## config.mk

```make
export PLATFORM = sky130hd
export DESIGN_NAME = arb_muxn
export DESIGN_NICKNAME = d
export VERILOG_FILES = /design/src/rtl/arb_muxn.sv
export SDC_FILE = /design/constraint.sdc
export NUM_CORES = 1
export LEC_CHECK = 0
export ABC_AREA = 1
export BUFFER_PORTS_ARGS = -buffer_cell sky130_fd_sc_hd__buf_2
export CORE_MARGIN = 2
export CORE_UTILIZATION = 44
export DETAILED_ROUTE_END_ITERATION = 6
export PLACE_DENSITY = 0.84
export SETUP_SLACK_MARGIN = 0.3
export SLEW_MARGIN = 20
export SYNTH_ARGS = -nofsm -noshare
export SYNTH_HDL_FRONTEND = slang
export SYNTH_HIERARCHICAL = 1
export SYNTH_SLANG_ARGS = --single-unit
export TNS_END_PERCENT = 10
```

## constraint.sdc

```tcl
create_clock -name CLOCK -period 2.08 [get_ports CLOCK]
set_input_delay 0.208 -clock CLOCK [delete_from_list [all_inputs] [get_ports CLOCK]]
set_output_delay 0.208 -clock CLOCK [all_outputs]
set_load 0.005 [all_outputs]
```

## src/rtl/arb_muxn.sv

```systemverilog
// arb_muxn: registered CHANNELS-way mux with valid/ready handshakes on
// every input and the output. Arbitration is round-robin or fixed priority.
// One output register stage gives full throughput under backpressure.

// Per-channel helper: a channel is "upper" when it is valid and sits at or
// above the round-robin pointer. The first upper channel wins. If no channel
// is upper, the search wraps around and the lowest valid channel wins.
module arb_muxn_lane #(
   parameter int GW  = 2,
   parameter int IDX = 0
) (
   input  logic          valid,
   input  logic [GW-1:0] ptr,
   output logic          hi
);
   localparam logic [GW-1:0] IDX_W = GW'(IDX);

   assign hi = valid && (IDX_W >= ptr);
endmodule

module arb_muxn #(
   parameter int N           = 16,
   parameter int CHANNELS    = 4,
   parameter int ROUND_ROBIN = 1,
   parameter int GW          = $clog2(CHANNELS)
) (
   input  logic                  CLOCK,
   input  logic                  RESET,
   input  logic [CHANNELS-1:0]   VALID_IN,
   input  logic [CHANNELS*N-1:0] D,
   output logic [CHANNELS-1:0]   READY_IN,
   output logic [N-1:0]          Y,
   output logic [GW-1:0]         GRANT,
   output logic                  VALID_OUT,
   input  logic                  READY_OUT
);
   logic [CHANNELS-1:0][N-1:0] dv;
   logic [CHANNELS-1:0]        hi;
   logic [GW-1:0]              ptr;
   logic [GW-1:0]              win, win_hi, win_lo, ptr_nxt;
   logic                       any_hi, any, load;

   assign dv   = D;
   assign any  = |VALID_IN;
   assign load = !VALID_OUT || READY_OUT;

   for (genvar i = 0; i < CHANNELS; i++) begin : g_lane
      arb_muxn_lane #(.GW(GW), .IDX(i)) u_lane (
         .valid (VALID_IN[i]),
         .ptr   (ptr),
         .hi    (hi[i])
      );
   end

   // Two-pass priority encode: the first valid channel at or above the
   // pointer wins. Otherwise the lowest valid channel wins. In fixed-priority
   // mode the pointer stays at 0, so this reduces to lowest-valid-wins.
   always_comb begin
      win_hi = '0;
      win_lo = '0;
      any_hi = 1'b0;
      for (int i = CHANNELS - 1; i >= 0; i--) begin
         if (hi[i]) begin
            win_hi = GW'(i);
            any_hi = 1'b1;
         end
         if (VALID_IN[i]) win_lo = GW'(i);
      end
      win = any_hi ? win_hi : win_lo;
   end

   // The pointer wraps explicitly, so it never reaches CHANNELS when
   // CHANNELS is not a power of two.
   assign ptr_nxt = (win == GW'(CHANNELS - 1)) ? '0 : win + 1'b1;

   // Accept one-hot to the winner. Hold off during reset so no transfer is
   // seen on the reset edge.
   always_comb begin
      READY_IN = '0;
      if (!RESET && load && any) READY_IN[win] = 1'b1;
   end

   // Output register stage and round-robin pointer.
   always_ff @(posedge CLOCK) begin
      if (RESET) begin
         Y         <= '0;
         GRANT     <= '0;
         VALID_OUT <= 1'b0;
         ptr       <= '0;
      end else if (load) begin
         if (any) begin
            Y         <= dv[win];
            GRANT     <= win;
            VALID_OUT <= 1'b1;
            if (ROUND_ROBIN != 0) ptr <= ptr_nxt;
         end else begin
            VALID_OUT <= 1'b0;
         end
      end
   end
endmodule

```

==> results of run 1 <==
==> cells in the final DEF (no fill, tap or decap), types with 2 or more instances in the layout <==
cell / synthesis / final
sky130_fd_sc_hd__nand3b_1: 7 / 7
sky130_fd_sc_hd__a21oi_1: 5 / 4
sky130_fd_sc_hd__buf_2: 7 / 93
sky130_fd_sc_hd__nor2_1: 29 / 27
sky130_fd_sc_hd__or2_2: 5 / 5
sky130_fd_sc_hd__buf_4: 4 / 14
sky130_fd_sc_hd__dfxtp_1: 21 / 19
sky130_fd_sc_hd__inv_1: 58 / 57
sky130_fd_sc_hd__clkbuf_8: 0 / 3
sky130_fd_sc_hd__ha_4: 0 / 3
sky130_fd_sc_hd__or2_0: 2 / 2
sky130_fd_sc_hd__nor2_2: 4 / 6
sky130_fd_sc_hd__nand3_1: 44 / 44
sky130_fd_sc_hd__nand2_1: 82 / 80
sky130_fd_sc_hd__o211ai_1: 7 / 7
sky130_fd_sc_hd__o21ai_0: 4 / 4
==> worst register-to-register path, cell delays in order, from the launching register on <==
cell and delay, ps:
sky130_fd_sc_hd__dfxtp_4 380, sky130_fd_sc_hd__inv_2 50, sky130_fd_sc_hd__nand2_2 60, sky130_fd_sc_hd__nor2_2 50, sky130_fd_sc_hd__buf_4 140, sky130_fd_sc_hd__a21oi_4 200
sky130_fd_sc_hd__nand2_8 100, sky130_fd_sc_hd__buf_4 180, sky130_fd_sc_hd__buf_4 170, sky130_fd_sc_hd__or2_2 280, sky130_fd_sc_hd__o211ai_1 80, sky130_fd_sc_hd__nand2_1 70
==> through the flow <==
step | total power (uW) | utilization | worst slack (ps)
after floorplan | 904.0 | - | 330.4
after global placement | 1096 | 0.5919 | 203.6
after detailed placement | 1112 | 0.5919 | 141.8
after CTS | 1429 | 0.6265 | 177.7
after global routing | 1583 | 0.6446 | 105.3
final | 1463 | 0.6446 | 164.8
==> flip-flops by register name (all words and copies together), names as in the netlist <==
| register | count |
|---|---|
| ptr | 2 |
| Y | 16 |
| GRANT | 2 |
| VALID_OUT | 1 |
==> path summary, 6_finish.rpt <==
path | to | slack (ps) | cells past startpoint
worst max register to register | Y[12] | 220 | 11
worst min-delay path | Y[6] | 170 | 3
worst max-delay path | READY_IN[3] | 160 | 11
worst min register to register | ptr[0] | 510 | 2
==> what timing repair did <==
item	in CTS	in global routing
pin swaps	8	5
cloned	0	0
buffers inserted	5	2
endpoints found under the setup margin	18	20
resized for setup	11	13
==> where the power goes <==
part           switching (uW)  total [uW]  internal, uW
clock network             132         269           136
logic                     383         687           303
registers                38.2         508           469
==> metal layers <==
metal	up-vias	wire, um	GRT usage
li1	1079	-	-
met3	11	290	0.03425
met1	939	2035	0.2802
met4	0	94	0.07292
met5	-	0	0
met2	67	2440	0.3878
==> area by class of cell <==
type / instances / area (um^2)
flip-flops and latches: 21 / 425.4
fillers: 337 / 1301
inverters: 60 / 235.2
multi-input cells: 197 / 1012
well taps: 48 / 60.06
repair buffers: 108 / 581.8
clock buffers: 4 / 45.04
==> logic make-up after synthesis <==
group | count (synthesis)
simple gates | 175
buf+inv | 75
compound gates | 18
flops | 21
fa+ha+maj | 4
==> results.txt, run 1 <==
----------------------------------------------------
[Logic synthesis]
  Syn avg cell area ... roughly 5.7 um^2
  Post-synth net total ... ~370
  Register bit total from synthesis ... 21
  Most frequent cell after synthesis ... sky130_fd_sc_hd__nand2_1
  Post-synthesis share of cell area spent on xor and xnor gates ... 0
  Count of flip-flops with a built-in enable after synthesis ... 0
  Main combinational cell family by area after synthesis ... simple AND/OR/NAND/NOR gates
  Area share of the largest cell type after synthesis ... 0.2524
  Cell Area, Synth ... 1665 um^2
  Post-synthesis cell type count ... 22
  Post-Synthesis Cells ... around 300
  Post-synthesis share of cell area spent on and, or, nand and nor gates ... 0.4628
  Top post-synthesis cells by area ... sky130_fd_sc_hd__dfxtp_1 (25%), sky130_fd_sc_hd__nand2_1 (18%), sky130_fd_sc_hd__nand3_1 (13%), sky130_fd_sc_hd__inv_1 (13%), sky130_fd_sc_hd__nor2_1 (6.5%)
  Async S/R FF share, synth ... 0
  Mux share of post-synthesis cell area ... 0
  Fraction of the mapped netlist area in compound gates ... 0.06687
  Synth Area in Adders ... 0.03005
  Synthesis warning total ... 6
  Ranking of synthesized cells by instance count ... sky130_fd_sc_hd__nand2_1 (82), sky130_fd_sc_hd__inv_1 (58), sky130_fd_sc_hd__nand3_1 (44)
  Prevailing post-synth register cell ... sky130_fd_sc_hd__dfxtp_1
  Share of the yosys chip area belonging to registers ... 0.2524
  Largest area contributor in the netlist ... sky130_fd_sc_hd__dfxtp_1

[Routing]
  Number of remaining DRC errors ... 0
  Vias ... ~2100
  Via-per-instance ratio ... 4.785
  Post-route antenna net violation count ... 0
  Total wire length ... slightly below 5000 um
  DRT Pass-1 Iters ... 4
  Drt first-iter violations ... 79
  Wirelength per Cell ... about 11 um

[Setup path]
  Critical Path, Cell by Cell ... inv_2, nand2_2, nor2_2, buf_4, a21oi_4, nand2_8, inv_8, ha_4, inv_1, nor2_2, buf_2
  Crit path required time ... between 1500 and 2000 ps
  Startpoint type of the worst setup path ... register
  Arr. time, crit path ... between 1500 and 2000 ps
  Most common cell type on the critical path ... sky130_fd_sc_hd__nor2_2
  CP peak stage delay ... about 380 ps
  Peak fanout along the critical path ... 5
  R2r startpoint ... ptr[1]
  Cell family with the largest share of critical-path delay ... buffers and inverters
  CP endpoint kind ... output pin
  Sum of buffers and inverters on the critical path ... 5
  Worst setup startpoint ... ptr[1]
  Cell with the biggest individual delay on the critical path ... sky130_fd_sc_hd__dfxtp_4
  Classification of the worst setup path ... register to output pin

[STA]
  Period Utilization, post-route ... 0.9208
  Setup TNS ... 0 ps
  Total setup violations reported at the end of the flow ... 0
  Headroom to the max-slew limit ... 0.7200
  Max Freq ... between 0.5 and 0.6 GHz
  Number of failing hold endpoints at the final stage ... 0
  RSZ-0062 raised after global routing ... true
  Max Slew Vio Count ... 0
  Minimum clock period ... around 1900 ps
  Transition at the pin with the smallest max-transition slack ... 419.6 ps
  Max Clock Skew ... 2.787 ps
  Worst slack on hold paths ... roughly 170 ps

[Pwr]
  Power Density ... between 600 and 700 nW/um^2
  Static Leak ... 0.001460 uW
  VDD IR max ... ~0.43 mV

[Final layout]
  Area added between synthesis and finish ... 41.70%
  Fraction of layout cells with a size suffix above 1 ... 0.3487
  ANT cells ... 0
  Non-Filler Instances ... roughly 440
  Nets@finish ... roughly 470
  Design Area, Final ... approximately 2400 um^2

[Floorplanning]
  FP Rows ... 22
  Total die area ... roughly 4300 um^2
  Initial Utilization ... 0.4549
  Core region area ... about 3700 um^2
  Number of top-level pins ... 94
  Die X ... ~66 um
  Vertical die dimension ... between 60 and 70 um

[GRT]
  All-Layer GR Usage ... 0.2229
  Global-route wire length before repair ... ~7600 um
  Largest net degree at the start of global routing ... 22
  Vias in the first global route ... ~1800
  Overflow left after global routing ... 0
  Antenna violations before repair ... 0

[Clocking]
  Root Buffer Master ... sky130_fd_sc_hd__clkbuf_8
  Worst skew pair latency ... between 200 and 300 ps
  H-tree depth ... 1
  Buffers from clock root to sink, at most ... 2
  Total clock buffers created by CTS ... 3
  Clock tree from TritonCTS ... yes
  Number of buffers inserted by hold repair at cts ... 0
  Reg clk slew, reported paths ... roughly 80 ps
  TritonCTS sink count ... 21

[Placed design]
  HPWL reported at the end of detailed placement ... ~3500 um
  Cell count after placement ... approximately 430
  Placed standard-cell area ... about 2200 um^2
  Port bufs ... 93
  GPL Wtd Cong ... approximately 0.9

[Outcome]
  Run status ... finished clean

[Flow run]
  Max Cap Violations ... 0

[Hold path]
  Worst min-delay path category ... input port to register
  Worst Min Path Start ... D[6]

----------------------------------------------------
Power figures use the tool's default switching activity.
==> inputs of run 2 (changes only) <==
--- a/config.mk
+++ b/config.mk
@@ -11,6 +11,7 @@
 export CORE_UTILIZATION = 44
 export DETAILED_ROUTE_END_ITERATION = 6
 export PLACE_DENSITY = 0.84
+export RECOVER_POWER = 50
 export SETUP_SLACK_MARGIN = 0.3
 export SLEW_MARGIN = 20
 export SYNTH_ARGS = -nofsm -noshare
==> run 2 against run 1 <==
Against the previous run:
- non-clock buffer count is the same
- clock-buffer cell count is the same
- combinational power shrank 1%
- first-iteration DRC count grew 11%
- die area is the same
- critical endpoint is now READY_IN[0]
- highest routed layer unchanged
==> results.txt, run 2 (same netlist as run 1, synthesis figures left out) <==
----------------------------------------------------
[STA]
  Minimum clock period ... 1906 ps (-9.447 ps)
  Max Clock Skew ... 3.156 ps (+0.3686 ps)
  Max Slew Vio Count ... 0 (unchanged)
  Transition at the pin with the smallest max-transition slack ... 423.6 ps (+4.022 ps)
  Setup TNS ... 0 ps (unchanged)
  Number of failing hold endpoints at the final stage ... 0 (unchanged)
  Max Freq ... 0.5247 GHz (+0.50%)
  RSZ-0062 raised after global routing ... true
  Period Utilization, post-route ... 0.9162 (-0.004542)
  Headroom to the max-slew limit ... 0.7173 (-0.002685)
  Total setup violations reported at the end of the flow ... 0 (unchanged)

[Floorplanning]
  Number of top-level pins ... 94 (unchanged)
  FP Rows ... 22 (unchanged)
  Die X ... 65.52 um (unchanged)
  Core region area ... 3661 um^2 (unchanged)
  Total die area ... 4293 um^2 (unchanged)
  Initial Utilization ... 0.4549 (unchanged)
  Vertical die dimension ... 65.52 um (unchanged)

[Final layout]
  Fraction of layout cells with a size suffix above 1 ... 0.3205 (-0.02821)
  Area of all sequential standard cells ... 425.4 um^2 (unchanged)
  Most frequent standard cell in the layout excluding fill and tap cells ... sky130_fd_sc_hd__buf_2
  Commonest cells after routing, fill and taps aside ... sky130_fd_sc_hd__buf_2 (82), sky130_fd_sc_hd__nand2_1 (80), sky130_fd_sc_hd__inv_1 (57), sky130_fd_sc_hd__nand3_1 (44), sky130_fd_sc_hd__nor2_1 (27)
  Nets@finish ... 466 (unchanged)
  Largest register by flop count ... Y
  Largest register FFs ... 16 (unchanged)
  ANT cells ... 0 (unchanged)
  Fill count ... 346 (+2.7%)
  Final core utilization ... 0.6401 (-0.004443)
  Leading registers by flop count ... Y: 16 flops, GRANT: 2 flops, ptr: 2 flops
  Design Area, Final ... 2344 um^2 (-0.69%)
  Area added between synthesis and finish ... 40.72%
  Multi-input gate area ... 1012 um^2 (unchanged)

[Routing]
  Via-per-instance ratio ... 4.758 (-0.57%)
  Number of remaining DRC errors ... 0 (unchanged)
  Vias ... 2084 (-0.57%)
  Total wire length ... 4855 um (-0.12%)
  Post-route antenna net violation count ... 0 (unchanged)
  DRT Pass-1 Iters ... 4 (unchanged)
  Drt first-iter violations ... 88 (+11%)
  Wirelength per Cell ... 11.08 um (-0.12%)

[Placed design]
  Placed standard-cell area ... 2167 um^2 (unchanged)
  Port bufs ... 93 (unchanged)
  HPWL reported at the end of detailed placement ... 3525 um (unchanged)
  GPL Wtd Cong ... 0.8914 (unchanged)

[GRT]
  Overflow left after global routing ... 0 (unchanged)
  All-Layer GR Usage ... 0.2229 (unchanged)
  Vias in the first global route ... 1772 (unchanged)
  Antenna violations before repair ... 0 (unchanged)
  Largest net degree at the start of global routing ... 22 (unchanged)
  Global-route wire length before repair ... 7576 um (unchanged)

[Clocking]
  Worst skew pair latency ... 260 ps (about the same)
  Buffers from clock root to sink, at most ... 2 (unchanged)
  Number of buffers inserted by hold repair at cts ... 0 (unchanged)
  Reg clk slew, reported paths ... 80 ps (about the same)
  Clock tree from TritonCTS ... yes
  Root Buffer Master ... sky130_fd_sc_hd__clkbuf_8
  H-tree depth ... 1 (unchanged)
  TritonCTS sink count ... 21 (unchanged)
  Total clock buffers created by CTS ... 3 (unchanged)

[Setup path]
  Peak fanout along the critical path ... 11 (+6)
  End of the worst register-to-register path ... Y[12]
  Arr. time, crit path ... 1700 ps (about the same)
  Crit path required time ... 1870 ps (about the same)
  Startpoint type of the worst setup path ... register
  R2r startpoint ... ptr[1]
  R2R depth ... 11 (unchanged)
  R2R setup slack ... 220 ps (about the same)
  CP endpoint kind ... output pin
  Classification of the worst setup path ... register to output pin

[Hold path]
  Worst Min Path Start ... D[6]
  Worst min-delay path category ... input port to register
  Endpoint of the worst hold path ... Y[6]
  Hold Path Depth ... 3 (unchanged)

[Flow run]
  Max Cap Violations ... 0 (unchanged)

[Pwr]
  Static Leak ... 0.001420 uW (-2.8%)
  Power Density ... 621.6 nW/um^2 (+0.25%)
  VDD IR max ... 0.4297 mV (-0.36%)

[Outcome]
  Run status ... finished clean

----------------------------------------------------
## run 2: changes by cell type in the layout (fill, tap and decap cells not counted), sizes merged
cell,before,now
clkbuf,4,16
buf,108,96
## run 2: worst max-delay path by stage
stage | startpoint | endpoint | slack [ps]
floorplan | ptr[1] | ptr[1] | 330
global placement | ptr[1] | READY_IN[3] | 200
detailed placement | ptr[1] | READY_IN[3] | 140
CTS | ptr[1] | READY_IN[2] | 180
global route | ptr[1] | READY_IN[0] | 110
finish | ptr[1] | READY_IN[0] | 170
## run 2: cell type report
type	instances	share of cell area
well taps	48	0.02563
repair buffers	108	0.2413
clock buffers	4	0.01922
inverters	60	0.1004
multi-input cells	197	0.4319
flip-flops and latches	21	0.1815
## run 2: worst max-delay path: stages, from the launching register on
cell	delay, ps
sky130_fd_sc_hd__dfxtp_4	380
sky130_fd_sc_hd__a21oi_2	70
sky130_fd_sc_hd__nor2_1	160
sky130_fd_sc_hd__nand2_1	80
sky130_fd_sc_hd__nand2_1	130
sky130_fd_sc_hd__buf_6	180
sky130_fd_sc_hd__ha_1	150
sky130_fd_sc_hd__inv_1	40
sky130_fd_sc_hd__nor2_1	100
sky130_fd_sc_hd__buf_2	130
## run 2: timing repair
| action | CTS | global route |
|---|---|---|
| gates resized for setup | 11 | 13 |
| setup endpoints to repair | 18 | 20 |
| pin swaps | 8 | 5 |
| setup buffers | 5 | 2 |
## run 2: per-layer routing
layer	vias up	routed length, um	share of wire	global-route usage
met5	-	0	0	0
met2	60	2403	0.49	0.3878
met1	932	2089	0.43	0.2802
li1	1081	-	-	-
met4	0	93	0.019	0.07292
met3	11	269	0.055	0.03425
## run 2: stage by stage
stage | setup WS (ps) | instances | hold slack, ps | power [uW]
floorplan | 330.4 | 293 | 343.9 | 904.0
global placement | 203.6 | 427 | 453.8 | 1096
detailed placement | 141.8 | 427 | 442.5 | 1112
CTS | 177.7 | 436 | 169.8 | 1429
global route | 105.3 | 438 | 186.9 | 1573
finish | 174.2 | 438 | 171.2 | 1457
## run 2: power by group
group	switching, uW	leakage (uW)	total, uW	internal [uW]
sequential	38.9	0.000176	508	469
clock	134	0.0000228	270	137
combinational	384	0.00122	678	294
